$ cat src/rtl/mdio_pkg.sv
// Shared MDIO Clause 22 definitions: opcodes, frame field positions, lengths and FSM states.
// Used by both the management-side generator and the PHY-side receiver.
package mdio_pkg;

    localparam logic [1:0] OP_WRITE = 2'b01;
    localparam logic [1:0] OP_READ  = 2'b10;
    localparam logic [1:0] ST_CL22  = 2'b01;

    localparam int unsigned ST_MSB     = 31;
    localparam int unsigned OP_MSB     = 29;
    localparam int unsigned OP_LSB     = 28;
    localparam int unsigned PHYADR_MSB = 27;
    localparam int unsigned PHYADR_LSB = 23;
    localparam int unsigned REGADR_MSB = 22;
    localparam int unsigned REGADR_LSB = 18;
    localparam int unsigned TA_MSB     = 17;
    localparam int unsigned TA_LSB     = 16;
    localparam int unsigned WDATA_MSB  = 15;

    localparam int unsigned HDR_LEN   = 16;
    localparam int unsigned FRAME_LEN = 32;
    localparam int unsigned RD_LEN    = 16;

    typedef enum logic [2:0] {
        StIdle,
        StPre,
        StSend,
        StCapt,
        StEnd
    } mdio_state_e;

    function automatic logic is_read(input logic [31:0] word);
        return word[OP_MSB:OP_LSB] == OP_READ;
    endfunction

endpackage

$ cat src/rtl/mdio_gen_if.sv
// Bundle of the generator's host-side handshake and MDIO line signals.
// master: the generator itself; slave: the host plus the PHY-side receiver.
interface mdio_gen_if;

    logic        MDIO_START;
    logic [31:0] T_DATA;
    logic        MDIO_IN;
    logic        MDC;
    logic        MDIO_OE;
    logic        MDIO_OUT;
    logic [15:0] RD_DATA;
    logic        DATA_RDY;
    logic        BUSY;

    modport master (
        input  MDIO_START, T_DATA, MDIO_IN,
        output MDC, MDIO_OE, MDIO_OUT, RD_DATA, DATA_RDY, BUSY
    );

    modport slave (
        output MDIO_START, T_DATA, MDIO_IN,
        input  MDC, MDIO_OE, MDIO_OUT, RD_DATA, DATA_RDY, BUSY
    );

endinterface

$ cat src/rtl/mdc_div.sv
// MDC generator: CLK/2 phase toggle with strobes marking the edge on which MDC rises or falls.
module mdc_div (
    input  logic CLK,
    input  logic rst,
    output logic mdc_o,
    output logic mdc_rise_o,
    output logic mdc_fall_o
);

    logic mdc_q, mdc_d;

    always_comb begin
        mdc_d = ~mdc_q;
    end

    always_ff @(posedge CLK) begin
        if (!rst) begin
            mdc_q <= 1'b0;
        end else begin
            mdc_q <= mdc_d;
        end
    end

    // Strobes describe what the coming CLK edge does to MDC.
    assign mdc_o      = mdc_q;
    assign mdc_rise_o = ~mdc_q;
    assign mdc_fall_o = mdc_q;

endmodule

$ cat src/rtl/mdio_gen.sv
// Management-side MDIO transaction generator: serialises a Clause 22 frame word onto
// MDIO_OUT/MDIO_OE with optional preamble and captures 16 read bits from MDIO_IN.
module mdio_gen
    import mdio_pkg::*;
#(
    parameter int unsigned PRE_LEN = 0
) (
    input logic        CLK,
    input logic        rst,
    mdio_gen_if.master bus
);

    localparam int unsigned MaxCnt = (PRE_LEN > FRAME_LEN) ? PRE_LEN : FRAME_LEN;
    localparam int unsigned CntW   = $clog2(MaxCnt + 1);

    logic mdc, mdc_rise, mdc_fall;

    mdc_div u_mdc_div (
        .CLK       (CLK),
        .rst       (rst),
        .mdc_o     (mdc),
        .mdc_rise_o(mdc_rise),
        .mdc_fall_o(mdc_fall)
    );

    mdio_state_e      state_q, state_d;
    logic [CntW-1:0]  cnt_q, cnt_d;
    logic [31:0]      shift_q, shift_d;
    logic             read_q, read_d;
    logic [14:0]      cap_q, cap_d;
    logic [15:0]      rd_data_q, rd_data_d;
    logic             data_rdy_q, data_rdy_d;
    logic             busy_q, busy_d;
    logic             oe_q, oe_d;
    logic             out_q, out_d;
    logic [CntW-1:0]  last_bit;

    assign last_bit = read_q ? CntW'(HDR_LEN - 1) : CntW'(FRAME_LEN - 1);

    always_comb begin
        state_d    = state_q;
        cnt_d      = cnt_q;
        shift_d    = shift_q;
        read_d     = read_q;
        cap_d      = cap_q;
        rd_data_d  = rd_data_q;
        data_rdy_d = 1'b0;
        busy_d     = busy_q;
        oe_d       = oe_q;
        out_d      = out_q;

        unique case (state_q)
            StIdle: begin
                if (bus.MDIO_START) begin
                    shift_d = bus.T_DATA;
                    read_d  = is_read(bus.T_DATA);
                    busy_d  = 1'b1;
                    cnt_d   = '0;
                    state_d = (PRE_LEN > 0) ? StPre : StSend;
                end
            end
            StPre: begin
                if (mdc_fall) begin
                    oe_d  = 1'b1;
                    out_d = 1'b1;
                    cnt_d = cnt_q + CntW'(1);
                    if (cnt_q == CntW'(PRE_LEN - 1)) begin
                        cnt_d   = '0;
                        state_d = StSend;
                    end
                end
            end
            StSend: begin
                if (mdc_fall) begin
                    oe_d    = 1'b1;
                    out_d   = shift_q[31];
                    shift_d = {shift_q[30:0], 1'b0};
                    cnt_d   = cnt_q + CntW'(1);
                    if (cnt_q == last_bit) begin
                        cnt_d   = '0;
                        state_d = read_q ? StCapt : StEnd;
                    end
                end
            end
            StCapt: begin
                // Release the line at the first fall, then sample on the following rises.
                if (mdc_fall && oe_q) begin
                    oe_d  = 1'b0;
                    out_d = 1'b0;
                end else if (mdc_rise && !oe_q) begin
                    cap_d = {cap_q[13:0], bus.MDIO_IN};
                    cnt_d = cnt_q + CntW'(1);
                    if (cnt_q == CntW'(RD_LEN - 1)) begin
                        rd_data_d  = {cap_q, bus.MDIO_IN};
                        data_rdy_d = 1'b1;
                        busy_d     = 1'b0;
                        cnt_d      = '0;
                        state_d    = StIdle;
                    end
                end
            end
            StEnd: begin
                if (mdc_fall) begin
                    oe_d    = 1'b0;
                    out_d   = 1'b0;
                    busy_d  = 1'b0;
                    state_d = StIdle;
                end
            end
            default: state_d = StIdle;
        endcase
    end

    always_ff @(posedge CLK) begin
        if (!rst) begin
            state_q    <= StIdle;
            cnt_q      <= '0;
            shift_q    <= '0;
            read_q     <= 1'b0;
            cap_q      <= '0;
            rd_data_q  <= '0;
            data_rdy_q <= 1'b0;
            busy_q     <= 1'b0;
            oe_q       <= 1'b0;
            out_q      <= 1'b0;
        end else begin
            state_q    <= state_d;
            cnt_q      <= cnt_d;
            shift_q    <= shift_d;
            read_q     <= read_d;
            cap_q      <= cap_d;
            rd_data_q  <= rd_data_d;
            data_rdy_q <= data_rdy_d;
            busy_q     <= busy_d;
            oe_q       <= oe_d;
            out_q      <= out_d;
        end
    end

    assign bus.MDC      = mdc;
    assign bus.MDIO_OE  = oe_q;
    assign bus.MDIO_OUT = out_q;
    assign bus.RD_DATA  = rd_data_q;
    assign bus.DATA_RDY = data_rdy_q;
    assign bus.BUSY     = busy_q;

endmodule

$ cat src/flat_wrapper.sv
// flat-port wrapper written by rule: the top's interface ports become plain ports
module mdio_gen_flat import mdio_pkg::*;
#(
    parameter int unsigned PRE_LEN = 0
)
  (CLK, rst, bus_MDIO_START, bus_T_DATA, bus_MDIO_IN, bus_MDC, bus_MDIO_OE, bus_MDIO_OUT, bus_RD_DATA, bus_DATA_RDY, bus_BUSY);
  mdio_gen_if bus_i ();
  input logic CLK;
  input logic rst;
  input wire logic [$bits(bus_i.MDIO_START)-1:0] bus_MDIO_START;
  input wire logic [$bits(bus_i.T_DATA)-1:0] bus_T_DATA;
  input wire logic [$bits(bus_i.MDIO_IN)-1:0] bus_MDIO_IN;
  output wire logic [$bits(bus_i.MDC)-1:0] bus_MDC;
  output wire logic [$bits(bus_i.MDIO_OE)-1:0] bus_MDIO_OE;
  output wire logic [$bits(bus_i.MDIO_OUT)-1:0] bus_MDIO_OUT;
  output wire logic [$bits(bus_i.RD_DATA)-1:0] bus_RD_DATA;
  output wire logic [$bits(bus_i.DATA_RDY)-1:0] bus_DATA_RDY;
  output wire logic [$bits(bus_i.BUSY)-1:0] bus_BUSY;
  assign bus_i.MDIO_START = bus_MDIO_START;
  assign bus_i.T_DATA = bus_T_DATA;
  assign bus_i.MDIO_IN = bus_MDIO_IN;
  assign bus_MDC = bus_i.MDC;
  assign bus_MDIO_OE = bus_i.MDIO_OE;
  assign bus_MDIO_OUT = bus_i.MDIO_OUT;
  assign bus_RD_DATA = bus_i.RD_DATA;
  assign bus_DATA_RDY = bus_i.DATA_RDY;
  assign bus_BUSY = bus_i.BUSY;
  mdio_gen #(.PRE_LEN(PRE_LEN)) u_core (.CLK(CLK), .rst(rst), .bus(bus_i));
endmodule
$ cat config.mk
export PLATFORM = sky130hd
export DESIGN_NAME = mdio_gen_flat
export DESIGN_NICKNAME = d
export VERILOG_FILES = /design/src/rtl/mdio_pkg.sv /design/src/rtl/mdio_gen_if.sv /design/src/rtl/mdc_div.sv /design/src/rtl/mdio_gen.sv /design/src/flat_wrapper.sv
export SDC_FILE = /design/constraint.sdc
export NUM_CORES = 1
export LEC_CHECK = 0
export BUFFER_PORTS_ARGS = -buffer_cell sky130_fd_sc_hd__buf_2
export CORE_ASPECT_RATIO = 0.75
export CORE_MARGIN = 2
export CORE_UTILIZATION = 30
export CTS_BUF_LIST = sky130_fd_sc_hd__clkbuf_4 sky130_fd_sc_hd__clkbuf_8
export CTS_CLUSTER_DIAMETER = 60
export DETAILED_ROUTE_END_ITERATION = 8
export GPL_TIMING_DRIVEN = 0
export SLEW_MARGIN = 40
export SYNTH_ARGS = -nofsm -noshare
export SYNTH_HDL_FRONTEND = slang
export SYNTH_SLANG_ARGS = --single-unit
$ cat constraint.sdc
create_clock -name CLK -period 2.2 [get_ports CLK]
set_input_delay 0.22 -clock CLK [delete_from_list [all_inputs] [get_ports CLK]]
set_output_delay 0.22 -clock CLK [all_outputs]
set_load 0.01 [all_outputs]
==> results_dict.tcl, run 1 <==
set metrics [dict create \
    outcome "finished, final reports clean" \
    clock_path_buffers 2 \
    r2r_cells 8 \
    yosys.area.top_type "dfxtp_1" \
    tns_ps 0 \
    ys_types 43 \
    syn_inst 392 \
    async_flop_share_pct 0 \
    grt_pass1_vias 2853 \
    clkPwrFrac_pct 24.4 \
    first_iter_violations 166 \
    synthesis.area_um2 3340 \
    io_pins 57 \
    worst_slew_pin_slew_ps 689 \
    ys_seq_area_share_pct 46.8 \
    cap_violations 0 \
    clk_latency_ps 350 \
    grt.total_usage_pct 14.2 \
    wl_um 8200 \
    crit_path_max_fanout 10 \
    synth_edf_count 0 \
    initial_core_util_pct 30.6 \
    timing.rr.start "u_core.state_q[2]" \
    drt-vias-per-instance 4.85 \
    synth_top_cell_area_share_pct 46.8 \
    cts_setup_buffers 0 \
    irDropWorstVdd_uv 343 \
    synth_ff_type "dfxtp_1" \
    synthesis.nets 429 \
    finalInstanceArea_um2 3970 \
    clkTransAtPathRegs_ps 90 \
    tritoncts "done" \
    layout-drive-gt1-share_pct 19.0 \
    swShare_pct 34.7 \
    timing.critical_path.arrival_ps 2250 \
    critPathRequiredTime_ps 2410 \
    p_comb_share_pct 30.8 \
    period_share_pct 92.6 \
    rsz0062_at_grt "false" \
    min_period_ps 2040 \
    place_hpwl_um 5870 \
    antenna_found_initial 0 \
    power.switching_uw 1320 \
    power_density_nw_per_um2 964 \
    internal_power_uw 2500 \
    final_common_cell "dfxtp_1" \
    total_leakage_power_uw 0.00148 \
    h-tree-depth 3 \
    finalClockSkew_ps 11.8 \
    setup_viol 0 \
    hold_class "primary input to flip-flop" \
    final-hold-violation-count 0 \
    root_buffer "clkbuf_8" \
    start_kind "flip-flop" \
    synth-seq-cells 78 \
    die_area_um2 12000 \
    cts_made_buffers 9 \
    synth_area_leaders "dfxtp_1, mux2i_1, nand2_1, a211oi_1, a21oi_1" \
    mostFrequentLayoutCells "dfxtp_1, nand2_1, buf_2" \
    yosysWarnings 0 \
    cts_sinks 78 \
    die_width_um 126 \
    fp.dieH_um 95.3 \
    row_count 33 \
    slew_headroom_pct 53.7 \
    crit_type "flip-flop to flip-flop" \
    grt_pass1_wl_um 13700 \
    place_area_um2 3790 \
    port_buffers 56 \
    routabilityCongestion 0.855 \
    worstHoldStart "bus_T_DATA[0]" \
    num_vias 2927 \
    crit_start "u_core.state_q[2]" \
    syn_avg_cell_area_um2 8.51 \
    avgRoutedWirePerCell_um 13.6 \
    core_area_um2 10900 \
    grt_max_degree 14 \
    diodes 0 \
    postRouteAntennaNets 0 \
    drc 0 \
    drt_first_pass_iters 4 \
    min_path_cells 3 \
    syn_to_final_growth_pct 18.9 \
    nets 496 \
    seq_power_share_pct 44.8 \
    fmax_mhz 491 \
    endpoint_kind "flip-flop" \
    r2r_setup_slack_ps 160 \
    maxSlewViolCount 0 \
    grt_overflow 0 \
]
==> path summary, 6_finish.rpt <==
path,endpoint
worst max-delay path,u_core.bus.RD_DATA[12]
worst min-delay path,u_core.shift_q[0]
worst max register to register,u_core.bus.RD_DATA[12]
worst min register to register,u_core.bus.RD_DATA[5]
==> area by class of cell <==
| cell class | instances | area [µm²] |
|---|---|---|
| Buffer | 29 | 129 |
| Clock buffer | 9 | 124 |
| Clock inverter | 6 | 40.0 |
| Fill cell | 1152 | 6940 |
| Inverter | 3 | 11.3 |
| Multi-Input combinational cell | 282 | 1640 |
| Sequential cell | 78 | 1560 |
| Tap cell | 140 | 175 |
| Timing Repair Buffer | 56 | 280 |
==> cell usage after synthesis, types with 2 or more instances <==
library cell / number
a21oi_1: 43
inv_1: 3
dfxtp_1: 78
nand4b_1: 3
clkbuf_1: 17
buf_2: 7
mux2i_1: 36
nor2b_1: 4
or3_1: 3
a211oi_1: 32
nor3_1: 3
nor2_1: 40
nand3_1: 8
nand2_1: 76
o21ai_0: 4
nand3b_1: 2
a22oi_1: 2
and2_1: 3
clkbuf_4: 2
buf_1: 2
nor3_2: 2
==> cells by family after synthesis <==
| logic type | Yosys count | synth area share, % |
|---|---|---|
| AOI/OAI and AO/OA | 91 | 17.1 |
| muxes | 36 | 10.8 |
| DFF | 78 | 46.8 |
| buffers and inverters | 32 | 4.20 |
| xor gates and xnor gates | 1 | 0.263 |
| and+or+nand+nor | 153 | 20.5 |
| adders and majority gates | 1 | 0.375 |
==> layer usage <==
layer / vias to the layer above / track usage (%) / share of wire, %
met5: - / 0 / 0
met4: 0 / 5.22 / 1.1
met3: 6 / 3.25 / 4.0
met2: 70 / 22.1 / 45
met1: 1352 / 19.5 / 50
li1: 1499 / - / -
==> per-stage QoR <==
step	total power, µW	std cells	utilization, %	hold WS [ps]	worst slack, ps
after floorplan	2630	392	-	356	467
after global placement	2870	588	34.8	443	221
after detailed placement	2910	588	34.8	449	177
after CTS	3860	603	36.3	99.1	165
after global routing	4070	603	36.4	101	11.6
final	3820	603	36.4	114	163
==> critical path: stages (launching register included) <==
cell,delay (ps)
dfxtp_1,310
clkbuf_1,200
nor2b_1,220
nand3_2,230
or3_1,390
buf_2,200
buf_2,210
nand2_1,80
a21oi_1,60
==> state kept, by name (all words and copies together), names as in the netlist <==
name	flops
u_core.cnt_q	6
u_core.bus.DATA_RDY	1
u_core.shift_q	32
u_core.bus.RD_DATA	16
u_core.state_q	3
u_core.bus.BUSY	1
u_core.bus.MDIO_OE	1
u_core.read_q	1
u_core.cap_q	15
u_core.u_mdc_div.mdc_fall_o	1
u_core.bus.MDIO_OUT	1
==> power by group through the flow <==
stage	Combinational (µW)	Clock [µW]	Sequential, µW
after floorplan	912	0	1720
after global placement	1130	0	1740
after detailed placement	1160	0	1750
after CTS	1170	974	1710
after global routing	1300	1030	1730
final	1180	930	1710
==> repair_timing <==
action | in CTS | in global routing
gates resized for setup | 0 | 2
endpoints found under the setup margin | 0 | 11
hold buffers | 0 | 0
No activity file was read; power rests on OpenSTA's default activity.
==> run 2, diff against run 1 <==
CORE_UTILIZATION = 58   (was 30)
GPL_ROUTABILITY_DRIVEN = 0   (was default)
PLACE_DENSITY_LB_ADDON = 0.05   (was default)
==> run 2 against run 1 <==
Net effect: clock skew is 3.0 ps lower; register-to-register slack worse by 30 ps; worst hold slack better by 2.3 ps; wire length is 10% lower; largest cell class unchanged; largest power group unchanged.
==> results_dict.tcl, run 2 (synthesis gave the netlist of run 1 again) <==
set metrics [dict create \
    outcome "finished, final reports clean" \
    worstHoldEndpoint "u_core.cap_q[0]" \
    avgRoutedWirePerCell_um 13.7 \
    row_count 23 \
    period_share_pct 94.1 \
    slew_headroom_pct 54.2 \
    clk_latency_ps 350 \
    total_leakage_power_uw 0.00152 \
    cts_sinks 78 \
    power_density_nw_per_um2 1020 \
    largest-register "u_core.shift_q" \
    min_period_ps 2070 \
    start_kind "flip-flop" \
    core_area_um2 5440 \
    final_common_cell "dfxtp_1" \
    grt.total_usage_pct 25.1 \
    maxSlewViolCount 0 \
    timing.rr.start "u_core.cnt_q[0]" \
    clkTransAtPathRegs_ps 70 \
    path_cells "ha_1 -> nand3_1 -> o311ai_0 -> a21oi_2 -> a21o_1 -> mux2i_1" \
    die_width_um 91.6 \
    layout-drive-gt1-share_pct 19.0 \
    clock_path_buffers 2 \
    crit_buf_inv 0 \
    critPathRequiredTime_ps 2430 \
    initial_core_util_pct 61.3 \
    tritoncts "done" \
    io_pins 57 \
    worstHoldStart "bus_MDIO_IN" \
    met3_usage_pct 7.61 \
    setup_viol 0 \
    h-tree-depth 3 \
    grt_max_degree 13 \
    largest_reg_flops 32 \
    grt_overflow 0 \
    min_path_cells 3 \
    timing.critical_path.arrival_ps 2300 \
    rsz0062_at_grt "false" \
    nFillCells 441 \
    drt_first_pass_iters 5 \
    cap_violations 0 \
    grt_pass1_vias 2784 \
    total_power_uw 4000 \
    hold_class "primary input to flip-flop" \
    r2r_setup_slack_ps 130 \
    fp.dieH_um 69.7 \
    finalClockSkew_ps 8.83 \
    crit_path_max_fanout 7 \
    wl_um 7380 \
    place_hpwl_um 5250 \
    tns_ps 0 \
    worst_hold_slack_ps 116 \
    grt_util_met2_pct 37.6 \
    use_met1_pct 34.8 \
    root_buffer "clkbuf_8" \
    die_area_um2 6380 \
    finalNonFillerCells 538 \
    syn_to_final_growth_pct 17.7 \
    r2r_end "u_core.state_q[1]" \
    nets 496 \
    num_vias 2911 \
    worst_slew_pin_slew_ps 682 \
    final-hold-violation-count 0 \
    grt_pass1_wl_um 12800 \
    critPathMaxStageDelay_ps 570 \
    diodes 0 \
    antenna_found_initial 0 \
    irDropWorstVdd_uv 748 \
    postRouteAntennaNets 0 \
    port_buffers 56 \
    cp_top_family "compound AO/OA/AOI/OAI gates" \
    crit_slowest_cell "o311ai_0" \
    top_usage_layer "met2" \
    dp.cells 523 \
    endpoint_kind "flip-flop" \
    fmax_mhz 483 \
    crit_type "flip-flop to flip-flop" \
    cts_made_buffers 9 \
    cts_setup_buffers 0 \
    first_iter_violations 173 \
    ctsHoldBuffers 0 \
    drt-vias-per-instance 5.41 \
    mostFrequentLayoutCells "dfxtp_1, nand2_1, buf_2" \
    r2r_cells 6 \
    drc 0 \
]
[run 2: cell types whose count changed in the layout (fill, tap and decap cells not counted), sizes merged]
cell	change
bufinv	+2
clkbuf	+1
clkinv	+1
clkinvlp	-4
[run 2: power breakdown]
part / internal, µW / switching, µW
combinational: 494 / 669
clock: 639 / 481
sequential: 1600 / 110
total: 2740 / 1260
[run 2: cell type report]
class | instances | area, µm² | share of cell area (%)
Timing Repair Buffer | 56 | 280 | 7.14
Buffer | 29 | 129 | 3.28
Inverter | 3 | 11.3 | 0.287
Clock inverter | 5 | 75.1 | 1.91
Clock buffer | 10 | 131 | 3.35
Multi-Input combinational cell | 282 | 1640 | 41.9
Sequential cell | 78 | 1560 | 39.8
Tap cell | 75 | 93.8 | 2.39
[run 2: worst max path at each step]
stage,start,to,depth (start not counted)
6_report,u_core.cnt_q[0],u_core.state_q[1],6
2_1_floorplan,u_core.cnt_q[0],u_core.state_q[0],6
5_1_grt,u_core.cnt_q[0],u_core.state_q[1],6
3_3_place_gp,u_core.cnt_q[0],u_core.state_q[1],6
3_5_place_dp,u_core.cnt_q[0],u_core.state_q[1],6
4_1_cts,u_core.cnt_q[0],u_core.state_q[1],6
[run 2: per-layer routing]
metal / vias up / wire (µm)
li1: 1487 / -
met1: 1341 / 3590
met2: 75 / 3280
met3: 8 / 434
met4: 0 / 85
met5: - / 0
[run 2: worst register-to-register path, cell delays in order (launching register included)]
cell      delay [ps]
dfxtp_1          370
ha_1             270
nand3_1          120
o311ai_0         570
a21oi_2          220
a21o_1           270
mux2i_1          140
[run 2: stage by stage]
| stage | worst slack (ps) | cell area (µm²) | utilization (%) |
|---|---|---|---|
| floorplan | 467 | 3340 | - |
| detailed placement | 112 | 3710 | 68.2 |
| CTS | 109 | 3920 | 72.0 |
| global route | 16.6 | 3930 | 72.2 |
| global placement | 220 | 3710 | 68.2 |
| finish | 129 | 3930 | 72.2 |
[run 2: what timing repair did]
action,4_1_cts,5_1_grt
endpoints found under the hold margin,0,0
resized for setup,0,2
setup endpoints to repair,0,7
==> run 3, diff against run 2 <==
CELL_PAD_IN_SITES_DETAIL_PLACEMENT = 0   (was default)
CELL_PAD_IN_SITES_GLOBAL_PLACEMENT = 1   (was default)
CORE_UTILIZATION = 43   (was 58)
==> run 3 against run 2 <==
Net effect: die area increased by 33%; global-route usage decreased by 5.9 points; flip-flop and latch count unchanged; core utilization decreased by 19 points; wire length increased by 3.7%; clock-buffer cell count unchanged; maximum frequency increased by 0.66%.
==> results_dict.tcl, run 3 (synthesis gave the netlist of run 1 again) <==
set metrics [dict create \
    avgRoutedWirePerCell_um 13.6 \
    io_pins 57 \
    finalWorstSetupSlack_ps 142 \
    timing.critical_path.arrival_ps 2290 \
    die_width_um 106 \
    fp.dieH_um 80.3 \
    syn_to_final_growth_pct 19.3 \
    wl_um 7660 \
    fmax_mhz 486 \
    port_buffers 56 \
    tns_ps 0 \
    cts_made_buffers 9 \
    root_buffer "clkbuf_8" \
    r2r_end "u_core.state_q[2]" \
    total_power_uw 4110 \
    ctsHoldBuffers 0 \
    finalClockSkew_ps 10.3 \
    maxSlewViolCount 0 \
    grt_max_degree 15 \
    setup_viol 0 \
    grt_pass1_wl_um 13000 \
    first_iter_violations 108 \
    largest-register "u_core.shift_q" \
    pre_cts_ws_ps 150 \
    grt_overflow 0 \
    initial_core_util_pct 44.9 \
    worst_slew_pin_slew_ps 569 \
    die_area_um2 8490 \
    period_share_pct 93.5 \
    antenna_found_initial 0 \
    critPathMaxStageDelay_ps 490 \
    place_area_um2 3740 \
    crit_path_max_fanout 7 \
    cts_resized 0 \
    crit_type "flip-flop to flip-flop" \
    clock_path_buffers 2 \
    rsz0062_at_grt "false" \
    min_period_ps 2060 \
    hold_class "primary input to flip-flop" \
    irDropWorstVdd_uv 429 \
    core_area_um2 7430 \
    drt-vias-per-instance 5.08 \
    clk_latency_ps 340 \
    cp_top_family "compound AO/OA/AOI/OAI gates" \
    tritoncts "done" \
    final-hold-violation-count 0 \
    final_common_cell "dfxtp_1" \
    layout-drive-gt1-share_pct 19.0 \
    r2r_cells 6 \
    clkTransAtPathRegs_ps 90 \
    grt.total_usage_pct 19.3 \
    diodes 0 \
    nets 496 \
    place_hpwl_um 5430 \
    endpoint_kind "flip-flop" \
    cap_violations 0 \
    mostFrequentLayoutCells "dfxtp_1, nand2_1, buf_2" \
    finalInstanceArea_um2 3980 \
    num_vias 2869 \
    worstHoldEndpoint "u_core.shift_q[0]" \
    crit_slowest_cell "o311ai_0" \
    min_path_cells 3 \
    cts_sinks 78 \
    outcome "finished, final reports clean" \
    cts_setup_buffers 0 \
    grt_pass1_vias 2610 \
    worstHoldStart "bus_T_DATA[0]" \
    timing.rr.start "u_core.cnt_q[0]" \
    slew_headroom_pct 61.8 \
    total_leakage_power_uw 0.00152 \
    critPathRequiredTime_ps 2430 \
    path_cells "ha_1 -> nand3_1 -> o311ai_0 -> a21oi_1 -> a21o_1 -> mux2i_1" \
    crit_buf_inv 0 \
    r2r_setup_slack_ps 140 \
    start_kind "flip-flop" \
    postRouteAntennaNets 0 \
    power_density_nw_per_um2 1030 \
    row_count 27 \
    largest_reg_flops 32 \
    h-tree-depth 3 \
    drt_first_pass_iters 4 \
    drc 0 \
]
## run 3: worst max path at each step
| stage | startpoint | to | slack (ps) | cells after the start |
|---|---|---|---|---|
| detailed placement | u_core.cnt_q[0] | u_core.state_q[2] | 150 | 6 |
| finish | u_core.cnt_q[0] | u_core.state_q[2] | 140 | 6 |
| floorplan | u_core.cnt_q[0] | u_core.state_q[0] | 470 | 6 |
| global placement | u_core.cnt_q[0] | u_core.state_q[2] | 200 | 6 |
| global route | u_core.state_q[2] | u_core.bus.RD_DATA[10] | 1 | 8 |
| CTS | u_core.cnt_q[0] | u_core.state_q[2] | 160 | 6 |
## run 3: metal layers
metal  GRT usage [%]  wire length [µm]  vias up  part of all wire, %
li1                -                 -     1497                    -
met4            5.13                54        0                 0.70
met1            28.0              4120     1310                   54
met5               0                 0        -                    0
met2            28.5              3170       58                   41
met3            4.63               314        4                  4.1
## run 3: per-stage QoR
stage	std cells	hold WS (ps)	utilization (%)
floorplan	392	356	-
global placement	549	441	50.4
detailed placement	549	443	50.4
CTS	565	97.4	53.5
global route	565	120	53.6
finish	565	118	53.6
## run 3: final cells by class
| class | instances | area [µm²] |
|---|---|---|
| repair buffers | 56 | 280 |
| fillers | 762 | 3450 |
| multi-input cells | 282 | 1640 |
| plain buffers | 29 | 129 |
| inverters | 3 | 11.3 |
| flip-flops and latches | 78 | 1560 |
| clock inverters | 6 | 93.8 |
| well taps | 101 | 126 |
| clock buffers | 10 | 138 |
## run 3: where the power goes
part | internal [µW] | switching, µW | leakage (µW) | total (µW)
logic | 492 | 673 | 0.000770 | 1160
clock network | 678 | 550 | 0.000113 | 1230
registers | 1600 | 110 | 0.000637 | 1710
## run 3: worst reg2reg max path, cell delays in order, from the launching register on
cell and delay (ps):
dfxtp_1 380, ha_1 240, nand3_1 110, o311ai_0 490, a21oi_1 300, a21o_1 290
mux2i_1 140
